## src/rtl/apb_master.sv

```systemverilog
// APB3 requester: turns a valid/ready command into one SETUP/ACCESS transfer
// and reports read data, slave error and timeout on a single-cycle response pulse.
//
// state  | meaning
// IDLE   | waiting for a command, cmd_ready=1
// SETUP  | psel=1, penable=0 for one cycle
// ACCESS | psel=1, penable=1, waiting for pready or timeout
// ERRRSP | misaligned command, error response without APB activity
module apb_master #(
    parameter int unsigned TIMEOUT_CYCLES = 16
) (
    input  logic        pclk,
    input  logic        presetn,
    input  logic        cmd_valid,
    output logic        cmd_ready,
    input  logic        cmd_write,
    input  logic [31:0] cmd_addr,
    input  logic [31:0] cmd_wdata,
    output logic        rsp_valid,
    output logic [31:0] rsp_rdata,
    output logic        rsp_err,
    output logic        rsp_timeout,
    output logic        psel,
    output logic        penable,
    output logic        pwrite,
    output logic [31:0] paddr,
    output logic [31:0] pwdata,
    input  logic        pready,
    input  logic        pslverr,
    input  logic [31:0] prdata
);

    typedef enum logic [1:0] {
        IDLE   = 2'd0,
        SETUP  = 2'd1,
        ACCESS = 2'd2,
        ERRRSP = 2'd3
    } state_t;

    localparam logic [15:0] TO_LAST =
        (TIMEOUT_CYCLES == 0) ? 16'd0 : 16'(TIMEOUT_CYCLES - 1);
    localparam logic TO_EN = (TIMEOUT_CYCLES != 0);

    state_t      state_q, state_d;
    logic [15:0] cnt_q, cnt_d;
    logic        cmd_ready_d;
    logic        psel_d, penable_d, pwrite_d;
    logic [31:0] paddr_d, pwdata_d;
    logic        rsp_valid_d, rsp_err_d, rsp_timeout_d;
    logic [31:0] rsp_rdata_d;

    // Every output is registered, so no APB input reaches an APB output combinationally.
    always_ff @(posedge pclk or negedge presetn) begin
        if (!presetn) begin
            state_q     <= IDLE;
            cnt_q       <= '0;
            cmd_ready   <= 1'b0;
            psel        <= 1'b0;
            penable     <= 1'b0;
            pwrite      <= 1'b0;
            paddr       <= '0;
            pwdata      <= '0;
            rsp_valid   <= 1'b0;
            rsp_err     <= 1'b0;
            rsp_timeout <= 1'b0;
            rsp_rdata   <= '0;
        end else begin
            state_q     <= state_d;
            cnt_q       <= cnt_d;
            cmd_ready   <= cmd_ready_d;
            psel        <= psel_d;
            penable     <= penable_d;
            pwrite      <= pwrite_d;
            paddr       <= paddr_d;
            pwdata      <= pwdata_d;
            rsp_valid   <= rsp_valid_d;
            rsp_err     <= rsp_err_d;
            rsp_timeout <= rsp_timeout_d;
            rsp_rdata   <= rsp_rdata_d;
        end
    end

    always_comb begin
        state_d       = state_q;
        cnt_d         = cnt_q;
        psel_d        = psel;
        penable_d     = penable;
        pwrite_d      = pwrite;
        paddr_d       = paddr;
        pwdata_d      = pwdata;
        rsp_valid_d   = 1'b0;
        rsp_err_d     = 1'b0;
        rsp_timeout_d = 1'b0;
        rsp_rdata_d   = rsp_rdata;

        unique case (state_q)
            IDLE: begin
                if (cmd_valid && cmd_ready) begin
                    if (cmd_addr[1:0] != 2'b00) begin
                        state_d     = ERRRSP;
                        rsp_valid_d = 1'b1;
                        rsp_err_d   = 1'b1;
                        rsp_rdata_d = '0;
                    end else begin
                        state_d   = SETUP;
                        psel_d    = 1'b1;
                        penable_d = 1'b0;
                        paddr_d   = cmd_addr;
                        pwrite_d  = cmd_write;
                        pwdata_d  = cmd_write ? cmd_wdata : 32'd0;
                    end
                end
            end
            SETUP: begin
                state_d   = ACCESS;
                penable_d = 1'b1;
                cnt_d     = '0;
            end
            ACCESS: begin
                if (pready) begin
                    state_d     = IDLE;
                    psel_d      = 1'b0;
                    penable_d   = 1'b0;
                    rsp_valid_d = 1'b1;
                    rsp_err_d   = pslverr;
                    rsp_rdata_d = pwrite ? 32'd0 : prdata;
                end else if (TO_EN && (cnt_q == TO_LAST)) begin
                    state_d       = IDLE;
                    psel_d        = 1'b0;
                    penable_d     = 1'b0;
                    rsp_valid_d   = 1'b1;
                    rsp_err_d     = 1'b1;
                    rsp_timeout_d = 1'b1;
                    rsp_rdata_d   = '0;
                end else begin
                    cnt_d = cnt_q + 16'd1;
                end
            end
            ERRRSP: begin
                state_d = IDLE;
            end
            default: begin
                state_d = IDLE;
            end
        endcase

        cmd_ready_d = (state_d == IDLE);
    end

endmodule
```

## config.mk

```make
export PLATFORM = sky130hd
export DESIGN_NAME = apb_master
export DESIGN_NICKNAME = d
export VERILOG_FILES = /design/src/rtl/apb_master.sv
export SDC_FILE = /design/constraint.sdc
export NUM_CORES = 1
export LEC_CHECK = 0
export BUFFER_PORTS_ARGS = -buffer_cell sky130_fd_sc_hd__buf_4
export CORE_AREA = 2 2 88 153
export CTS_CLUSTER_DIAMETER = 150
export DETAILED_ROUTE_END_ITERATION = 8
export DIE_AREA = 0 0 90 155
export MAX_ROUTING_LAYER = met4
export PLACE_DENSITY = 0.76
export SKIP_CTS_REPAIR_TIMING = 1
export SYNTH_ARGS = -nofsm -noshare
export SYNTH_HDL_FRONTEND = slang
export SYNTH_SLANG_ARGS = --single-unit
```

## constraint.sdc

```tcl
create_clock -name pclk -period 4.9 [get_ports pclk]
set_input_delay 0.735 -clock pclk [delete_from_list [all_inputs] [get_ports pclk]]
set_output_delay 0.735 -clock pclk [all_outputs]
set_load 0.1 [all_outputs]
```

Word-level counts from Yosys, hierarchy flattened. Index checks and enable logic that the tools add are counted.

Bits of input ports: 102. Flip-flop bits (word level): 121.

Reductions and logical operators: 12. Equality and inequality tests: 10. Bitwise logic cells: 1. Add/subtract/negate cells: 1. Mux-type cells: 32.

Operators by type and width (number): 32-bit two-way mux (6); 32-bit case mux with 2 select lines (1); 16-bit two-way mux (2); 16-bit case mux with 2 select lines (1); 16-bit by 1-bit adder with 16-bit output, second input constant (1); 16-bit by 4-bit equality test with 1-bit output, second input constant (1); 1-bit two-way mux (13); 4-bit AND reduction (3); 2-bit != test, second input constant (5); 2-bit two-way mux (4); 2-bit case mux with 4 select lines (1); 1-bit case mux with 2 select lines (3); 3-bit AND reduction (2); 2-bit nonzero test (3); 2-bit equality test, second input constant (2); 2-bit zero test (2); 3-bit != test, second input constant (1); 1-bit case mux with 3 select lines (1); 3-bit nonzero test (1); 2-bit by 1-bit equality test with 1-bit output, second input constant (1); 1-bit logical AND (1); 1-bit NOT (1).

Longest topological paths before layout.
Depth after elaboration: 5. Gate-level depth with buffers: 8. Mapped depth without buffers: 6.

Least setup slack after synthesis. No wires, ideal clock.

Kind: flip-flop to flip-flop. From: register cmd_ready. To: register rsp_rdata[0]. Arrival: 1.973 ns. Slack: 2.858 ns. Stages on the path, launching flop included: 7. Buffers on the path: 2. Cell sequence: dfrtp_1 -> nand2_1 -> o21ai_0 -> and4b_1 -> clkbuf_1 -> buf_2 -> a22o_1.

Cells in the longest elaborated chain, start to end: 3.

Ends and longest elaborated chain: start, declared (line 15) `output logic cmd_ready,`; start signal, assigned (line 70) `cmd_ready <= cmd_ready_d;`; 1-bit logical AND (line 98) `if (cmd_valid && cmd_ready) begin`; 2-bit != test (no line); 4-bit AND reduction (no line); end signal, assigned (line 79) `rsp_rdata <= rsp_rdata_d;`; end, declared (line 20) `output logic [31:0] rsp_rdata,`.

Every way passes these cells. A chain may end at the register's enable or synchronous reset.

Final worst setup path.
From: register state_q[1]. To: register penable.

Cells in the longest elaborated chain, start to end: 3. Elaborated cells between the ends (all ways): 9.

Ends and longest elaborated chain: start, declared (line 44) `state_t state_q, state_d;`; start signal, assigned (line 68) `state_q <= state_d;`; 2-bit equality test, or another cell as far along (line 96) `unique case (state_q)`; 3-bit != test (no line), or another cell as far along; 4-bit AND reduction (no line); end signal, assigned (line 72) `penable <= penable_d;`; end, declared (line 24) `output logic penable,`.

Several ways; a longest one is shown, not always the timed one.

==> impl_metrics.csv <==
group,metric,value,unit
run_status,status,"complete, no violations",
worst_setup_path,cp_data_arrival_time,2.76,ns
worst_setup_path,r2r_slack,2.43,ns
timing,tightest_slew,1.15,ns
yosys,synth_ff_type,"dfrtp_1",
routing,vias_per_cell,5.08,
cts,cts_buffers,17,
cts,worst_skew_pair.late_latency,0.41,ns
timing,slew_headroom,22.9,%
die,io_pins,205,
yosys,yosysUniqueCellTypes,41,
yosys,synth_area_per_cell,11.9,sq um
worst_setup_path,r2r-end,"penable$_DFFE_PN0P_",
timing,hold_viol,0,
yosys,synth_seq_cells,121,
die,start_util,38.7,%
global_routing,grt_max_degree,99,
routing,vias,4070,
worst_setup_path,end_kind,"flop",
worst_setup_path,max_stage_delay,0.49,ns
timing,holdWs,0.486,ns
placement,dp_hpwl,9150,um
global_routing,antenna_found_initial,0,
min_path,hp-class,"reg -> reg",
timing,fin_setup_tns,0,ns
cts,cts_sinks,121,
yosys,synth-seq-area-share,61.1,%
global_routing,grt_pass1_vias,4237,
timing,final-setup-viol-count,0,
worst_setup_path,cp.depth,6,
routing,first_iter_violations,171,
yosys,synth_nets,524,
timing,rsz0062_at_grt,"false",
finish,nFillCells,1121,
worst_setup_path,worstSetupEndpoint,"penable$_DFFE_PN0P_",
placement,numPortBuffers,204,
finish,n_antenna_cell,0,
job,max-cap-violations,0,
cts,cts_tree,"built",
finish,drive_above_1_share,43.8,%
die,fp.dieW,90,um
routing,wl_per_cell,16.0,um
die,die_area,0.0140,sq mm
global_routing,grt_pass1_wl,21000,um
yosys,syn_area,0.00495,sq mm
routing,drt-pass1-iter-count,5,
routing,ant_nets,0,
finish,areaGrowthSynthToFinish,45.2,%
finish,nets,723,
cts,cts_htree_levels,4,
yosys,synth_top_area_cell,"dfrtp_1",
die,rows,55,
cts,cts_root_buf,"clkbuf_16",
timing,fin_worst_skew,0.00949,ns
die,core,0.0128,sq mm
yosys,synth_edf_count,0,
global_routing,grt_overflow_total,0,
routing,drc,0,
worst_setup_path,cp-startpoint,"state_q[1]$_DFF_PN0_",
worst_setup_path,cp_cell_sequence,"inv_1, ha_1, and3_1, nand2_4, a21oi_1, mux2_2",
timing,drv_slew,0,
yosys,synth_top_area_share,61.1,%
timing,finalCritPeriodShare,50.4,%
placement,gp_congestion,0.860,
yosys,ys_top_cells_by_count,"dfrtp_1 (121), nand2_1 (78), o21ai_0 (39), a22o_1 (32), mux2_2 (32)",
yosys,yosys-top-cells-area,"dfrtp_1 (61%), mux2_2 (7.3%), nand2_1 (5.9%)",
worst_setup_path,crit_required,5.19,ns
cts,clkSlewWorstSetupHoldPaths,0.06,ns
yosys,yosysWarnings,0,
worst_setup_path,crit_type,"reg -> reg",
worst_setup_path,cp_num_buf_inv,1,
global_routing,grt.total_usage,19.4,%
yosys,synth_cells,418,
timing,period_needed,2.47,ns
cts,clockBufferDepth,2,
yosys,synth_async_sr_flop_share,100,%
worst_setup_path,worst_r2r_path_depth,6,
worst_setup_path,cp-start-kind,"flop",
worst_setup_path,cp_top_family,"simple AND/OR/NAND/NOR gates",
worst_setup_path,cp_slowest_cell,"nand2_4",
die,fp.dieH,155,um
routing,routed_wl,12800,um
worst_setup_path,worstPathMaxFanout,98,
yosys,yosysMostFrequentCell,"dfrtp_1",
timing,fmax,0.405,GHz
worst_setup_path,r2r_start,"state_q[1]$_DFF_PN0_",
[per-stage QoR]
step / cells / setup WS (ns) / utilization, % / area (sq um)
after floorplan: 418 / 2.86 / - / 4950
after global placement: 769 / 2.45 / 51.4 / 6580
after detailed placement: 769 / 2.40 / 51.4 / 6580
after CTS: 801 / 2.40 / 56.2 / 7190
after global routing: 801 / 2.18 / 56.2 / 7190
final: 801 / 2.43 / 56.2 / 7190
[flip-flops by register name, indices dropped and copies added, names as in the netlist]
name / cells
cmd_ready: 1
cnt_q: 16
paddr: 32
penable: 1
psel: 1
pwdata: 32
pwrite: 1
rsp_err: 1
rsp_rdata: 32
rsp_timeout: 1
rsp_valid: 1
state_q: 2
[area by class of cell]
cell class / count / area, sq um / area share, %
Sequential cell: 121 / 3030 / 42.1
Multi-Input combinational cell: 268 / 1780 / 24.8
Timing Repair Buffer: 205 / 1540 / 21.4
Clock buffer: 19 / 443 / 6.16
Tap cell: 171 / 214 / 2.98
Clock inverter: 13 / 170 / 2.37
Inverter: 4 / 15.0 / 0.209
[kinds of logic after synthesis]
| logic type | count (synthesis) | share of synthesized area, % |
|---|---|---|
| AO/OA/AOI/OAI | 96 | 13.7 |
| multiplexers | 34 | 7.68 |
| XOR/XNOR | 6 | 1.06 |
| adder cells (fa/ha/maj) | 4 | 1.01 |
| AND/OR/NAND/NOR | 128 | 12.3 |
| flip-flops | 121 | 61.1 |
| buffers and inverters | 29 | 3.06 |
[cell usage in the layout, fill, tap and decap left out, types with 4 or more instances in the layout]
cell,n
clkbuf_16,17
o31ai_1,4
o21ai_0,39
buf_4,205
nand2b_1,5
nand2_1,77
clkinv_4,5
nand3_1,7
nand4_1,4
inv_1,4
a22o_1,32
dfrtp_1,121
nor2_1,12
xnor2_1,5
a31oi_1,5
a21oi_1,4
and3_1,5
mux2_2,32
and2_1,4
ha_1,4
[how the worst min path moves through the flow]
stage                                  end  slack, ns                   start  depth (start not counted)
floorplan              cmd_ready$_DFF_PN0_       0.44                 presetn                          0
global placement     pwdata[5]$_DFFE_PN0P_       0.46   pwdata[5]$_DFFE_PN0P_                          2
detailed placement  pwdata[16]$_DFFE_PN0P_       0.48  pwdata[16]$_DFFE_PN0P_                          2
CTS                 pwdata[16]$_DFFE_PN0P_       0.49  pwdata[16]$_DFFE_PN0P_                          2
global route          paddr[1]$_DFFE_PN0P_       0.50    paddr[1]$_DFFE_PN0P_                          1
finish              pwdata[28]$_DFFE_PN0P_       0.49  pwdata[28]$_DFFE_PN0P_                          2
[routing by layer]
metal  vias up  track usage [%]  part of all wire (%)
met5         -                -                     0
met2       196             32.5                    54
met1      1953             21.2                    38
met4         0             10.3                   3.2
li1       1882                -                     -
met3        39             4.75                   5.6
[worst register-to-register path, cell delays in order (launching register included)]
cell,delay [ns]
dfrtp_1,0.41
inv_1,0.12
ha_1,0.36
and3_1,0.29
nand2_4,0.49
a21oi_1,0.34
mux2_2,0.35
Power is left out: the tool's default activity adds up to more than one toggle a clock period on the data nets, which glitch-free logic cannot reach.
